## src/rtl/spi_target_device_pkg.sv

```systemverilog
// Register map and STATUS layout shared by the SPI target RTL and the controller-side firmware headers.
package spi_target_device_pkg;

    localparam logic [7:0] REG_CONFIG = 8'h00;
    localparam logic [7:0] REG_STATUS = 8'h04;
    localparam logic [7:0] REG_RXDATA = 8'h08;
    localparam logic [7:0] REG_TXDATA = 8'h0C;

    localparam int STATUS_RX_VALID     = 0;
    localparam int STATUS_RX_OVERFLOW  = 1;
    localparam int STATUS_TX_EMPTY     = 2;
    localparam int STATUS_CS_ACTIVE    = 3;
    localparam int STATUS_RX_COUNT_LSB = 4;

    typedef enum logic [2:0] {
        SEL_NONE,
        SEL_CONFIG,
        SEL_STATUS,
        SEL_RXDATA,
        SEL_TXDATA
    } reg_sel_e;

    typedef struct packed {
        reg_sel_e sel;
        logic     readable;
    } reg_decode_t;

    // TXDATA is write-only, so a read of it is treated like an unmapped offset.
    function automatic reg_decode_t decode_offset(input logic [7:0] offset);
        reg_decode_t d;
        d.sel      = SEL_NONE;
        d.readable = 1'b0;
        case (offset)
            REG_CONFIG: begin d.sel = SEL_CONFIG; d.readable = 1'b1; end
            REG_STATUS: begin d.sel = SEL_STATUS; d.readable = 1'b1; end
            REG_RXDATA: begin d.sel = SEL_RXDATA; d.readable = 1'b1; end
            REG_TXDATA: begin d.sel = SEL_TXDATA; d.readable = 1'b0; end
            default:    ;
        endcase
        return d;
    endfunction

endpackage

```

## src/rtl/spi_target_rx_fifo.sv

```systemverilog
// Byte-wide receive FIFO for the SPI target; pointers wrap naturally because RX_DEPTH is a power of two.
module spi_target_rx_fifo #(
    parameter int RX_DEPTH = 4
) (
    input  logic                      clk,
    input  logic                      rst,
    input  logic                      push,
    input  logic                      pop,
    input  logic [7:0]                push_data,
    output logic                      full,
    output logic                      empty,
    output logic [$clog2(RX_DEPTH):0] count,
    output logic [7:0]                head
);
    localparam int PTR_W = $clog2(RX_DEPTH);
    localparam int CNT_W = PTR_W + 1;

    logic [7:0]       mem [RX_DEPTH];
    logic [PTR_W-1:0] wr_ptr;
    logic [PTR_W-1:0] rd_ptr;
    logic             do_push;
    logic             do_pop;

    assign full  = (count == CNT_W'(RX_DEPTH));
    assign empty = (count == '0);
    // A push into a full FIFO is accepted only when the head leaves in the same cycle.
    assign do_push = push & (~full | pop);
    assign do_pop  = pop & ~empty;
    assign head    = mem[rd_ptr];

    // NOTE: storage has no reset; the pointers and count alone decide which entries are valid.
    always_ff @(posedge clk) begin
        if (do_push) mem[wr_ptr] <= push_data;
    end

    always_ff @(posedge clk or negedge rst) begin
        if (!rst) begin
            wr_ptr <= '0;
            rd_ptr <= '0;
            count  <= '0;
        end else begin
            if (do_push) wr_ptr <= wr_ptr + PTR_W'(1);
            if (do_pop)  rd_ptr <= rd_ptr + PTR_W'(1);
            case ({do_push, do_pop})
                2'b10:   count <= count + CNT_W'(1);
                2'b01:   count <= count - CNT_W'(1);
                default: ;
            endcase
        end
    end

endmodule

```

## src/rtl/spi_target_device.sv

```systemverilog
// SPI target endpoint (mode 0) with a peripheral-bus register interface, RX FIFO and single TX byte register.
module spi_target_device
    import spi_target_device_pkg::*;
#(
    parameter logic [7:0] ID       = 8'h01,
    parameter int         RX_DEPTH = 4
) (
    input  logic        clk,
    input  logic        rst,
    input  logic        peripheralEnable,
    input  logic        peripheralBus_we,
    input  logic        peripheralBus_oe,
    output logic        peripheralBus_busy,
    input  logic [15:0] peripheralBus_address,
    input  logic [3:0]  peripheralBus_byteSelect,
    input  logic [31:0] peripheralBus_dataWrite,
    output logic [31:0] peripheralBus_dataRead,
    output logic        requestOutput,
    input  logic        spi_clk,
    input  logic        spi_cs,
    input  logic        spi_mosi,
    output logic        spi_miso,
    output logic        spi_miso_en
);
    localparam int CNT_W = $clog2(RX_DEPTH) + 1;

    logic [1:0]       sclk_sync, cs_sync, mosi_sync;
    logic             sclk_prev, cs_prev;
    logic             sclk_s, cs_s, mosi_s;
    logic             sclk_rise, sclk_fall, cs_rise, cs_fall;
    logic             enable, frame_active, frame_go;
    logic [2:0]       bit_count;
    logic [6:0]       rx_shift;
    logic [7:0]       tx_shift, tx_reg, tx_next, push_data, status;
    logic             tx_empty, tx_load, rx_overflow;
    logic             push, pop, rx_full, rx_empty;
    logic [CNT_W-1:0] rx_count;
    logic [7:0]       rx_head;
    logic             slot_hit, bus_rd, bus_wr;
    reg_decode_t      dec;
    logic             unused_bits;

    assign unused_bits = ^{peripheralBus_dataWrite[31:8], peripheralBus_byteSelect[3:1]};

    // NOTE: every clocked process uses non-blocking assignments so all flops update from pre-edge values.
    always_ff @(posedge clk or negedge rst) begin
        if (!rst) begin
            sclk_sync <= '0;
            cs_sync   <= '0;
            mosi_sync <= '0;
            sclk_prev <= 1'b0;
            cs_prev   <= 1'b0;
        end else begin
            sclk_sync <= {sclk_sync[0], spi_clk};
            cs_sync   <= {cs_sync[0], spi_cs};
            mosi_sync <= {mosi_sync[0], spi_mosi};
            sclk_prev <= sclk_sync[1];
            cs_prev   <= cs_sync[1];
        end
    end

    assign sclk_s    = sclk_sync[1];
    assign cs_s      = cs_sync[1];
    assign mosi_s    = mosi_sync[1];
    assign sclk_rise = sclk_s & ~sclk_prev;
    assign sclk_fall = ~sclk_s & sclk_prev;
    assign cs_rise   = cs_s & ~cs_prev;
    assign cs_fall   = ~cs_s & cs_prev;

    // Only a frame that began with a CS falling edge while enabled is shifted.
    assign frame_go  = enable & frame_active & ~cs_rise & ~cs_fall;
    assign push_data = {rx_shift, mosi_s};
    assign push      = frame_go & sclk_rise & (bit_count == 3'd7);
    assign tx_next   = tx_empty ? 8'hFF : tx_reg;
    assign tx_load   = enable & (cs_fall | (frame_go & sclk_fall & (bit_count == 3'd0)));
    assign spi_miso  = spi_miso_en & tx_shift[7];

    always_ff @(posedge clk or negedge rst) begin
        if (!rst) begin
            frame_active <= 1'b0;
            bit_count    <= '0;
            rx_shift     <= '0;
            tx_shift     <= '0;
            spi_miso_en  <= 1'b0;
        end else if (!enable || cs_rise) begin
            frame_active <= 1'b0;
            bit_count    <= '0;
            spi_miso_en  <= 1'b0;
        end else if (cs_fall) begin
            frame_active <= 1'b1;
            bit_count    <= '0;
            tx_shift     <= tx_next;
            spi_miso_en  <= 1'b1;
        end else if (frame_active) begin
            if (sclk_rise) begin
                rx_shift  <= push_data[6:0];
                bit_count <= bit_count + 3'd1;
            end else if (sclk_fall) begin
                tx_shift <= (bit_count == 3'd0) ? tx_next : {tx_shift[6:0], 1'b0};
            end
        end
    end

    spi_target_rx_fifo #(.RX_DEPTH(RX_DEPTH)) u_rx_fifo (
        .clk       (clk),
        .rst       (rst),
        .push      (push),
        .pop       (pop),
        .push_data (push_data),
        .full      (rx_full),
        .empty     (rx_empty),
        .count     (rx_count),
        .head      (rx_head)
    );

    assign slot_hit           = (peripheralBus_address[15:8] == ID);
    assign dec                = decode_offset(peripheralBus_address[7:0]);
    assign bus_rd             = peripheralEnable & peripheralBus_oe & slot_hit & dec.readable;
    assign bus_wr             = peripheralEnable & peripheralBus_we & slot_hit & peripheralBus_byteSelect[0];
    assign pop                = bus_rd & (dec.sel == SEL_RXDATA);
    assign requestOutput      = bus_rd;
    assign peripheralBus_busy = 1'b0;
    assign status             = {4'(rx_count), ~cs_s, tx_empty, rx_overflow, ~rx_empty};

    // NOTE: the all-ones default keeps the read mux combinational with no latch on unmatched selects.
    always_comb begin
        peripheralBus_dataRead = '1;
        if (bus_rd) begin
            case (dec.sel)
                SEL_CONFIG: peripheralBus_dataRead = {31'd0, enable};
                SEL_STATUS: peripheralBus_dataRead = {24'd0, status};
                SEL_RXDATA: peripheralBus_dataRead = {24'd0, rx_empty ? 8'h00 : rx_head};
                default:    peripheralBus_dataRead = '1;
            endcase
        end
    end

    // A TXDATA write wins over a same-cycle load so the new byte survives for the next frame.
    always_ff @(posedge clk or negedge rst) begin
        if (!rst) begin
            enable      <= 1'b0;
            tx_reg      <= '0;
            tx_empty    <= 1'b1;
            rx_overflow <= 1'b0;
        end else begin
            if (bus_wr && dec.sel == SEL_CONFIG) enable <= peripheralBus_dataWrite[0];
            if (bus_wr && dec.sel == SEL_TXDATA) begin
                tx_reg   <= peripheralBus_dataWrite[7:0];
                tx_empty <= 1'b0;
            end else if (tx_load) begin
                tx_empty <= 1'b1;
            end
            if (push && rx_full && !pop) begin
                rx_overflow <= 1'b1;
            end else if (bus_wr && dec.sel == SEL_STATUS && peripheralBus_dataWrite[STATUS_RX_OVERFLOW]) begin
                rx_overflow <= 1'b0;
            end
        end
    end

endmodule

```

## config.mk

```make
export PLATFORM = sky130hd
export DESIGN_NAME = spi_target_device
export DESIGN_NICKNAME = d
export VERILOG_FILES = /design/src/rtl/spi_target_device_pkg.sv /design/src/rtl/spi_target_rx_fifo.sv /design/src/rtl/spi_target_device.sv
export SDC_FILE = /design/constraint.sdc
export NUM_CORES = 1
export LEC_CHECK = 0
export ABC_AREA = 1
export CAP_MARGIN = 5
export CORE_AREA = 2 2 118 120
export DETAILED_ROUTE_END_ITERATION = 7
export DIE_AREA = 0 0 120 122
export PLACE_DENSITY = 0.6
export SLEW_MARGIN = 20
export SYNTH_ARGS = -nofsm -noshare
export SYNTH_HDL_FRONTEND = slang
export SYNTH_HIERARCHICAL = 1
export SYNTH_SLANG_ARGS = --single-unit
```

## constraint.sdc

```tcl
create_clock -name clk -period 3.5 [get_ports clk]
set_clock_uncertainty 0.2 [all_clocks]
set_input_delay 0.875 -clock clk [delete_from_list [all_inputs] [get_ports clk]]
set_output_delay 0.875 -clock clk [all_outputs]
set_load 0.05 [all_outputs]
```

==> flow_metrics.tcl, run 1 <==
set metrics [dict create \
    r2r_end "u_rx_fifo/count[2]" \
    finalCriticalPeriod_ps 3442 \
    crit_chain "clkdlybuf4s50_1 > inv_1 > or2_1 > nor2_2 > nand3_1 > nand3_2 > buf_6" \
    syn_area_per_cell_sq_um 9.012 \
    synth_area_leaders "dfrtp_1 (28%), edfxtp_1 (24%), nand2_1 (9.2%)" \
    insertedDiodeCount 0 \
    r2r_setup_slack_ps 1090 \
    cts_buffers 9 \
    clkLatencyLatePin_ps 330 \
    final_area_sq_um 5537 \
    critPathMaxFanout 4 \
    dp_cells 675 \
    fmaxAchievable_mhz 290.5 \
    register_area_sq_um 2088 \
    firstDrtPassIters 4 \
    path_clk_slew_ps 60 \
    die_h_um 122 \
    cts_sinks 77 \
    port_buffers 67 \
    initial_utilization_pct 29.30 \
    finalPower_uw 2144 \
    min_path_type "register to register" \
    die_x_um 120 \
    worst-path-stages 7 \
    ys_top_cells_by_count "nand2_1 (97), nor2_1 (49), inv_1 (47)" \
    io-pin-count 96 \
    hold_end "sclk_sync[1]" \
    pre_cts_slack_ps -39.84 \
    instances_no_fill 695 \
    syn_to_final_growth_pct 39.94 \
    critPathBufInv 3 \
    ys_types 34 \
    peakVddDrop_v 0.0002749 \
    nFillCells 1270 \
    rsz0062_at_grt "true" \
    cp_top_family "simple AND/OR/NAND/NOR gates" \
    leakagePower_uw 0.002458 \
    place_congestion 0.7957 \
    grt.overflow.total 0 \
    cts.htree.levels 3 \
    grt_first_pass_wirelength_um 14330 \
    tightest_slew_ps 775.7 \
    ys_seq_area_share_pct 52.78 \
    cts_max_path_buffers 2 \
    synth_top_cell_area_share_pct 27.83 \
    synth_ff_type "dfrtp_1" \
    worstSetupEndpointType "primary output" \
    cpMaxStageDelayCell "clkdlybuf4s50_1" \
    core-area_sq_um 13500 \
    antenna_found_initial 0 \
    final_antenna_net_count 0 \
    syn_nets 508 \
    die_area_sq_um 14640 \
    setup_viol 0 \
    worstPathArrival_ps 2370 \
    postSynth.asyncResetShare_pct 58.44 \
    cp_data_required_time_ps 2420 \
    cts-root-buf "clkbuf_16" \
    vias 3066 \
    via_per_inst 4.412 \
    synth_most_common_cell "nand2_1" \
    worst_slack_ps 58.24 \
    yosysTopAreaCell "dfrtp_1" \
    synth_area_sq_um 3956 \
    drive_gt1_share_pct 22.33 \
    grt_pass1_vias 3033 \
    cp-start-kind "input port" \
    drc_errors 0 \
    holdPathStages 0 \
    largest_reg_flops 32 \
    critical-path-max-stage-delay_ps 500 \
    rr_startpoint "bit_count[0]" \
    dpl_cell_area_sq_um 4997 \
    grt_max_degree 46 \
    status "complete, no violations" \
    min_from "sclk_sync[0]" \
    finalMaxSlewViolations 0 \
    relSlewSlack_pct 48.28 \
    worstRegToRegCells 12 \
    power_density_nw_per_um2 387.3 \
    drt_iter0_drc 189 \
    track_usage_pct 12.63 \
    hold_viol 0 \
    maxCapViolations 0 \
    finalCritPeriodShare_pct 98.34 \
    crit_type "input port to primary output" \
    dp_hpwl_um 6234 \
    tritoncts "yes" \
    synth_cells 439 \
    post_drt_wl_per_cell_um 13.02 \
    num_rows 43 \
    ys_ff_latch 77 \
    synth_edf_count 32 \
    nets 579 \
    yosys_warnings 6 \
    multi_input_area_sq_um 1484 \
    routed_wl_um 9047 \
]
## how the worst max path moves through the flow
| stage | startpoint | end | slack, ps |
|---|---|---|---|
| detailed placement | peripheralBus_address[10] | u_rx_fifo/count[2] | -40 |
| floorplan | peripheralBus_address[1] | peripheralBus_dataRead[1] | -20 |
| CTS | peripheralBus_address[0] | peripheralBus_dataRead[3] | 7 |
| global placement | peripheralBus_address[10] | u_rx_fifo/count[2] | 4 |
| global route | peripheralBus_address[5] | peripheralBus_dataRead[2] | -20 |
| finish | peripheralBus_address[3] | peripheralBus_dataRead[1] | 60 |
## report_power, final
part | switching, uW | internal, uW | total [uW]
clock network | 349 | 767 | 1120
registers | 3.86 | 941 | 945
logic | 41.3 | 42.4 | 83.7
total | 394 | 1750 | 2140
## stage by stage
stage / TNS [ps] / hold WS [ps] / util, %
final: 0 / 145.1 / 41.00
after floorplan: -139.4 / 131.2 / -
after global routing: -26.63 / 154.6 / 41.00
after global placement: 0 / 134.8 / 37.01
after detailed placement: -55.16 / 137.0 / 37.01
after CTS: 0 / 148.1 / 39.77
## placed cells by master (no fill, tap or decap), drive strengths merged
master / n
clkdlybuf4s50: 32
or2: 1
xnor2: 1
bufinv: 4
nand3: 37
dfrtp: 44
nand2: 100
edfxtp: 32
conb: 1
dfstp: 1
fa: 1
nand3b: 1
clkbuf: 12
o21ai: 52
inv: 53
nor3: 3
dlymetal6s2s: 1
nor2: 63
ha: 8
buf: 57
a21oi: 4
clkinv: 2
nand4: 4
o21a: 1
## per-layer routing
| layer | part of all wire (%) | up-vias | wire length (um) | global-route usage (%) |
|---|---|---|---|---|
| met5 | 0 | - | 0 | 0 |
| met4 | 2.0 | 0 | 178 | 6.176 |
| met3 | 4.9 | 10 | 446 | 3.558 |
| met2 | 49 | 76 | 4457 | 22.19 |
| met1 | 44 | 1450 | 3965 | 14.07 |
| li1 | - | 1530 | - | - |
## cell families (layout without fill, tap and decap cells)
| logic type | count (synthesis) | in the layout | share of synthesized area, % |
|---|---|---|---|
| adders and majority gates | 9 | 9 | 3.036 |
| and+or+nand+nor | 208 | 209 | 24.23 |
| buffers and inverters | 86 | 161 | 11.70 |
| xor gates and xnor gates | 1 | 1 | 0.2214 |
| DFF | 77 | 77 | 52.78 |
| other | 1 | 1 | 0.09479 |
| AOI/OAI and AO/OA | 57 | 57 | 7.938 |
## timing repair
action                                  4_1_cts  5_1_grt
gates cloned                                  0        3
gates resized for setup                       3       29
endpoints found under the setup margin        2       32
buffers inserted                              1        0
hold buffers                                  0        0
pin swaps                                     1        7
## layout make-up
type,count,share of cell area [%]
Clock buffer,11,4.203
Clock inverter,5,2.237
Inverter,54,3.887
Multi-Input combinational cell,277,26.80
Sequential cell,77,37.72
Tap cell,180,4.068
Timing Repair Buffer,91,21.08
Power figures use the tool's default switching activity.
==> run 2, diff against run 1 <==
--- a/config.mk
+++ b/config.mk
@@ -11,7 +11,7 @@
 export DETAILED_ROUTE_END_ITERATION = 7
 export DIE_AREA = 0 0 120 122
 export PLACE_DENSITY = 0.6
-export SLEW_MARGIN = 20
+export SLEW_MARGIN = 15
 export SYNTH_ARGS = -nofsm -noshare
 export SYNTH_HDL_FRONTEND = slang
 export SYNTH_HIERARCHICAL = 1
==> results of run 2 <==
Same layout as run 1: the final DEF is identical, and so are final timing and power.
==> run 3, diff against run 2 <==
--- a/config.mk
+++ b/config.mk
@@ -8,8 +8,10 @@
 export ABC_AREA = 1
 export CAP_MARGIN = 5
 export CORE_AREA = 2 2 118 120
+export CTS_BUF_LIST = sky130_fd_sc_hd__clkbuf_8
 export DETAILED_ROUTE_END_ITERATION = 7
 export DIE_AREA = 0 0 120 122
+export HOLD_SLACK_MARGIN = 0.05
 export PLACE_DENSITY = 0.6
 export SLEW_MARGIN = 15
 export SYNTH_ARGS = -nofsm -noshare
==> run 3 against run 2 <==
Against the previous run: sequential share of layout area is 0.70 points higher; cell area down 1.8%; power decreased by 12%; sequential power hardly changed; clock power is 23% lower; count of clock-buffer cells in the layout decreased by 2; global-route usage decreased by 0.17 points; combinational power about the same; highest routed layer unchanged.
==> flow_metrics.tcl, run 3 (synthesis gave the netlist of run 1 again) <==
set metrics [dict create \
    status "complete, no violations" \
    dp_cells 675 \
    min_from "cs_sync[0]" \
    cp_data_required_time_ps 2420 \
    hold_end "cs_sync[1]" \
    final_common_cell "nand2_1" \
    r2r_setup_slack_ps 1080 \
    largest_reg_flops 32 \
    grt_first_pass_wirelength_um 14190 \
    die_area_sq_um 14640 \
    leakagePower_uw 0.002420 \
    routed_wl_um 8926 \
    clkLatencyLatePin_ps 360 \
    maxCapViolations 0 \
    nets 579 \
    rr_startpoint "bit_count[0]" \
    die_h_um 122 \
    tightest_slew_ps 749.6 \
    r2r_end "u_rx_fifo/count[2]" \
    initial_utilization_pct 29.30 \
    relSlewSlack_pct 50.03 \
    die_x_um 120 \
    firstDrtPassIters 4 \
    critPathMaxFanout 8 \
    drive_gt1_share_pct 22.33 \
    nFillCells 1272 \
    drt_iter0_drc 170 \
    setup_viol 0 \
    power_density_nw_per_um2 347.5 \
    num_rows 43 \
    drc_errors 0 \
    final_antenna_net_count 0 \
    final_cell_mix "nand2_1 (96), inv_1 (49), nor2_1 (44), dfrtp_1 (44)" \
    dp_hpwl_um 6234 \
    path_clk_slew_ps 80 \
    dpl_cell_area_sq_um 4997 \
    holdPathStages 0 \
    min_path_type "register to register" \
    critical-path-max-stage-delay_ps 450 \
    register_area_sq_um 2088 \
    syn_to_final_growth_pct 37.38 \
    grt_pass1_vias 2999 \
    finalCriticalPeriod_ps 3438 \
    peakVddDrop_v 0.0001967 \
    via_per_inst 4.335 \
    cts_max_path_buffers 2 \
    core-area_sq_um 13500 \
    cp_top_family "buffers and inverters" \
    worst-path-stages 9 \
    cts_sinks 77 \
    cts_buffers 9 \
    insertedDiodeCount 0 \
    grt_max_degree 46 \
    post_drt_wl_per_cell_um 12.84 \
    cpMaxStageDelayCell "clkdlybuf4s50_1" \
    port_buffers 67 \
    finalMaxSlewViolations 0 \
    hold_buffers 0 \
    finalCritPeriodShare_pct 98.24 \
    crit_type "input port to primary output" \
    fmaxAchievable_mhz 290.8 \
    place_congestion 0.7957 \
    rsz0062_at_grt "true" \
    hold_viol 0 \
    worstRegToRegCells 12 \
    vias 3013 \
    final_area_sq_um 5435 \
    cts.htree.levels 3 \
    io-pin-count 96 \
    cp-start-kind "input port" \
    worstPathArrival_ps 2360 \
    multi_input_area_sq_um 1484 \
    worstSetupEndpointType "primary output" \
    critPathBufInv 4 \
    antenna_found_initial 0 \
    grt.overflow.total 0 \
    instances_no_fill 695 \
    track_usage_pct 12.46 \
    tritoncts "yes" \
    crit_chain "clkdlybuf4s50_1 > nor2_4 > nand3_4 > nor2_1 > nand2_2 > buf_8 > inv_8 > nand3_2 > buf_6" \
    cts-root-buf "clkbuf_8" \
]
[run 3: changes by cell type in the layout (fill, tap and decap cells not counted)]
cell       before  now
clkbuf_16      10    1
clkbuf_8        0    9
clkbuf_1        2    0
inv_1          47   49
[run 3: area by class of cell]
type,count,share of cell area [%]
multi-input combinational,277,27.30
inverter,54,3.959
clock buffer,9,2.279
tap,180,4.144
timing repair buffer,91,21.48
clock inverter,7,2.417
sequential,77,38.42
[run 3: through the flow]
stage                     hold slack (ps)  TNS [ps]  util [%]  power [uW]  setup slack (ps)
final                               153.4         0     40.25        1889             61.55
after global routing                162.7    -34.87     40.25        1946            -19.90
after CTS                           152.2         0     39.02        1909             6.558
after detailed placement            137.0    -55.16     37.01        1043            -39.84
after global placement              134.8         0     37.01        1042             3.964
after floorplan                     131.2    -139.4         -       984.8            -23.23
[run 3: timing repair]
item,in CTS,in global routing
gates resized for setup,3,29
setup buffers,1,0
setup endpoints to repair,2,32
gates cloned,0,3
pin swaps,1,7
[run 3: how the worst max path moves through the flow]
| stage | start | end | slack (ps) |
|---|---|---|---|
| final | peripheralBus_address[5] | peripheralBus_dataRead[2] | 60 |
| after global routing | peripheralBus_address[5] | peripheralBus_dataRead[2] | -20 |
| after CTS | peripheralBus_address[0] | peripheralBus_dataRead[3] | 7 |
| after detailed placement | peripheralBus_address[10] | u_rx_fifo/count[2] | -40 |
| after global placement | peripheralBus_address[10] | u_rx_fifo/count[2] | 4 |
| after floorplan | peripheralBus_address[1] | peripheralBus_dataRead[1] | -20 |
[run 3: where the power goes]
| part | internal [uW] | total [uW] | switching (uW) |
|---|---|---|---|
| sequential | 939 | 943 | 3.79 |
| clock | 538 | 862 | 324 |
| combinational | 42.4 | 83.5 | 41.1 |
| total | 1520 | 1890 | 369 |
[run 3: routing by layer]
layer | track usage [%] | vias to the layer above | routed length (um)
met1 | 14.10 | 1407 | 3872
li1 | - | 1525 | -
met3 | 2.856 | 9 | 453
met5 | 0 | - | 0
met4 | 6.250 | 0 | 166
met2 | 22.05 | 72 | 4434
==> patch, RTL diff (flow settings as in run 1) <==
Reset style: synchronous (`rst`), changed in 4 clocked blocks.
--- a/src/rtl/spi_target_rx_fifo.sv
+++ b/src/rtl/spi_target_rx_fifo.sv
@@ -35,3 +35,3 @@
 
-    always_ff @(posedge clk or negedge rst) begin
+    always_ff @(posedge clk) begin
         if (!rst) begin
--- a/src/rtl/spi_target_device.sv
+++ b/src/rtl/spi_target_device.sv
@@ -45,3 +45,3 @@
     // NOTE: every clocked process uses non-blocking assignments so all flops update from pre-edge values.
-    always_ff @(posedge clk or negedge rst) begin
+    always_ff @(posedge clk) begin
         if (!rst) begin
@@ -77,3 +77,3 @@
 
-    always_ff @(posedge clk or negedge rst) begin
+    always_ff @(posedge clk) begin
         if (!rst) begin
@@ -138,3 +138,3 @@
     // A TXDATA write wins over a same-cycle load so the new byte survives for the next frame.
-    always_ff @(posedge clk or negedge rst) begin
+    always_ff @(posedge clk) begin
         if (!rst) begin
Formal check against the unedited RTL: differs if rst is asserted again (counterexample within 4 cycles, from zero or initial values and one cycle with rst low); with rst held inactive, the same outputs for 10 cycles.
==> patch against run 1 <==
Sequential share of layout area is 0.71 points higher; wire length is 10% lower; sequential cell count is 2 higher; combinational power is 8.6% lower; utilization is 4.4 points lower; total power is 6.9% lower; first-iteration DRC count is 44% lower; via count is 0.42% lower; design area is 11% lower; worst setup slack better by 0.064 ns; area after synthesis is 2.9% lower; critical endpoint is now peripheralBus_dataRead[0]; highest routed layer unchanged.
==> patch: results (changes against run 1) <==
<table>
<tr><th>Metric</th><th>Value</th></tr>
<tr><th colspan="2">Run status</th></tr>
<tr><td>Result of the run</td><td>complete, no violations (unchanged)</td></tr>
<tr><th colspan="2">Power</th></tr>
<tr><td>Cell area power density</td><td>403.5 nW/um^2 (was 387.3 nW/um^2)</td></tr>
<tr><td>Part of the total power dissipated in sequential elements</td><td>48.0% (was 44.1%)</td></tr>
<tr><td>Switching share of power</td><td>19.17% (was 18.37%)</td></tr>
<tr><th colspan="2">Clock network</th></tr>
<tr><td>CTS-repair resized insts</td><td>1 (was 3)</td></tr>
<tr><th colspan="2">Setup path</th></tr>
<tr><td>Critical path peak fanout</td><td>8 (was 4)</td></tr>
<tr><td>Worst reg2reg path depth</td><td>14 (was 12)</td></tr>
<tr><td>Family with the most delay on the worst path</td><td>buffers and inverters (was simple AND/OR/NAND/NOR gates)</td></tr>
<tr><td>Crit path largest cell delay</td><td>0.44 ns (was 0.50 ns)</td></tr>
<tr><td>Critical Path Start</td><td>peripheralBus_address[1] (was peripheralBus_address[3])</td></tr>
<tr><td>Startpoint of the worst register-to-register path</td><td>bit_count[0]$_SDFFE_PP0P_ (was bit_count[0]$_DFFE_PN0P_)</td></tr>
<tr><th colspan="2">Layout</th></tr>
<tr><td>Layout net count</td><td>604 (was 579)</td></tr>
<tr><td>Number of multi-input combinational cells</td><td>287 (was 277)</td></tr>
<tr><td>Total of plain and repair buffers excluding clock buffers</td><td>83 (was 91)</td></tr>
<tr><th colspan="2">STA</th></tr>
<tr><td>Final period demand of the worst path</td><td>3.378 ns (was 3.442 ns)</td></tr>
<tr><td>Worst hold slack</td><td>0.2100 ns (was 0.1451 ns)</td></tr>
<tr><th colspan="2">Global route</th></tr>
<tr><td>Overall track demand over capacity in global routing</td><td>11.66% (was 12.63%)</td></tr>
<tr><td>Met3 usage in global routing</td><td>2.809% (was 3.558%)</td></tr>
<tr><td>First-pass GRT wire length</td><td>13.34 mm (was 14.33 mm)</td></tr>
<tr><th colspan="2">Placement</th></tr>
<tr><td>Post-detailed-placement cell area</td><td>4589 um^2 (was 4997 um^2)</td></tr>
<tr><td>Final RePlAce weighted congestion</td><td>0.7822 (was 0.7957)</td></tr>
<tr><td>DP Worst Slack</td><td>-0.04972 ns (was -0.03984 ns)</td></tr>
<tr><th colspan="2">Logic synthesis</th></tr>
<tr><td>Seq/Total Area, Yosys</td><td>49.51% (was 52.78%)</td></tr>
<tr><td>Largest cells by area after synthesis</td><td>edfxtp_1, dfxtp_1, nor2_1, nand2_1, inv_1 (was dfrtp_1, edfxtp_1, nand2_1, buf_4, nor2_1)</td></tr>
<tr><td>Cell types with the highest counts after synthesis</td><td>nor2_1, nand2_1, inv_1 (was nand2_1, nor2_1, inv_1)</td></tr>
<tr><td>Syn Area/Cell</td><td>8.138 um^2 (was 9.012 um^2)</td></tr>
<tr><th colspan="2">Routing</th></tr>
<tr><td>Violation count after the first detailed-routing iteration</td><td>106 (was 189)</td></tr>
<tr><th colspan="2">Worst hold path</th></tr>
<tr><td>WHS Path Cells</td><td>2 (was 0)</td></tr>
</table>
## patch: cell count changes in the layout (fill, tap and decap cells not counted), sizes merged, moves of 5 or more
| cell | before | now |
|---|---|---|
| a21oi | 4 | 16 |
| inv | 53 | 74 |
| nand3 | 37 | 21 |
| dfxtp | 0 | 47 |
| nor2 | 63 | 84 |
| or2 | 1 | 6 |
| buf | 57 | 49 |
| o22ai | 0 | 8 |
| nand2 | 100 | 80 |
| dfrtp | 44 | 0 |
## patch: layer usage
layer	wire length (um)	up-vias	share of wire [%]
met5	0	-	0
met4	65	0	0.80
met3	283	5	3.5
met2	4017	59	49
met1	3777	1387	46
li1	-	1602	-
## patch: kinds of logic (layout without fill, tap and decap cells)
group / Yosys count / count (layout) / share of synthesized area, %
simple gates: 198 / 198 / 22.57
other cells: 1 / 1 / 0.09763
buf+inv: 106 / 174 / 13.52
fa+ha+maj: 9 / 9 / 3.127
flops: 79 / 79 / 49.51
compound gates: 79 / 79 / 11.17
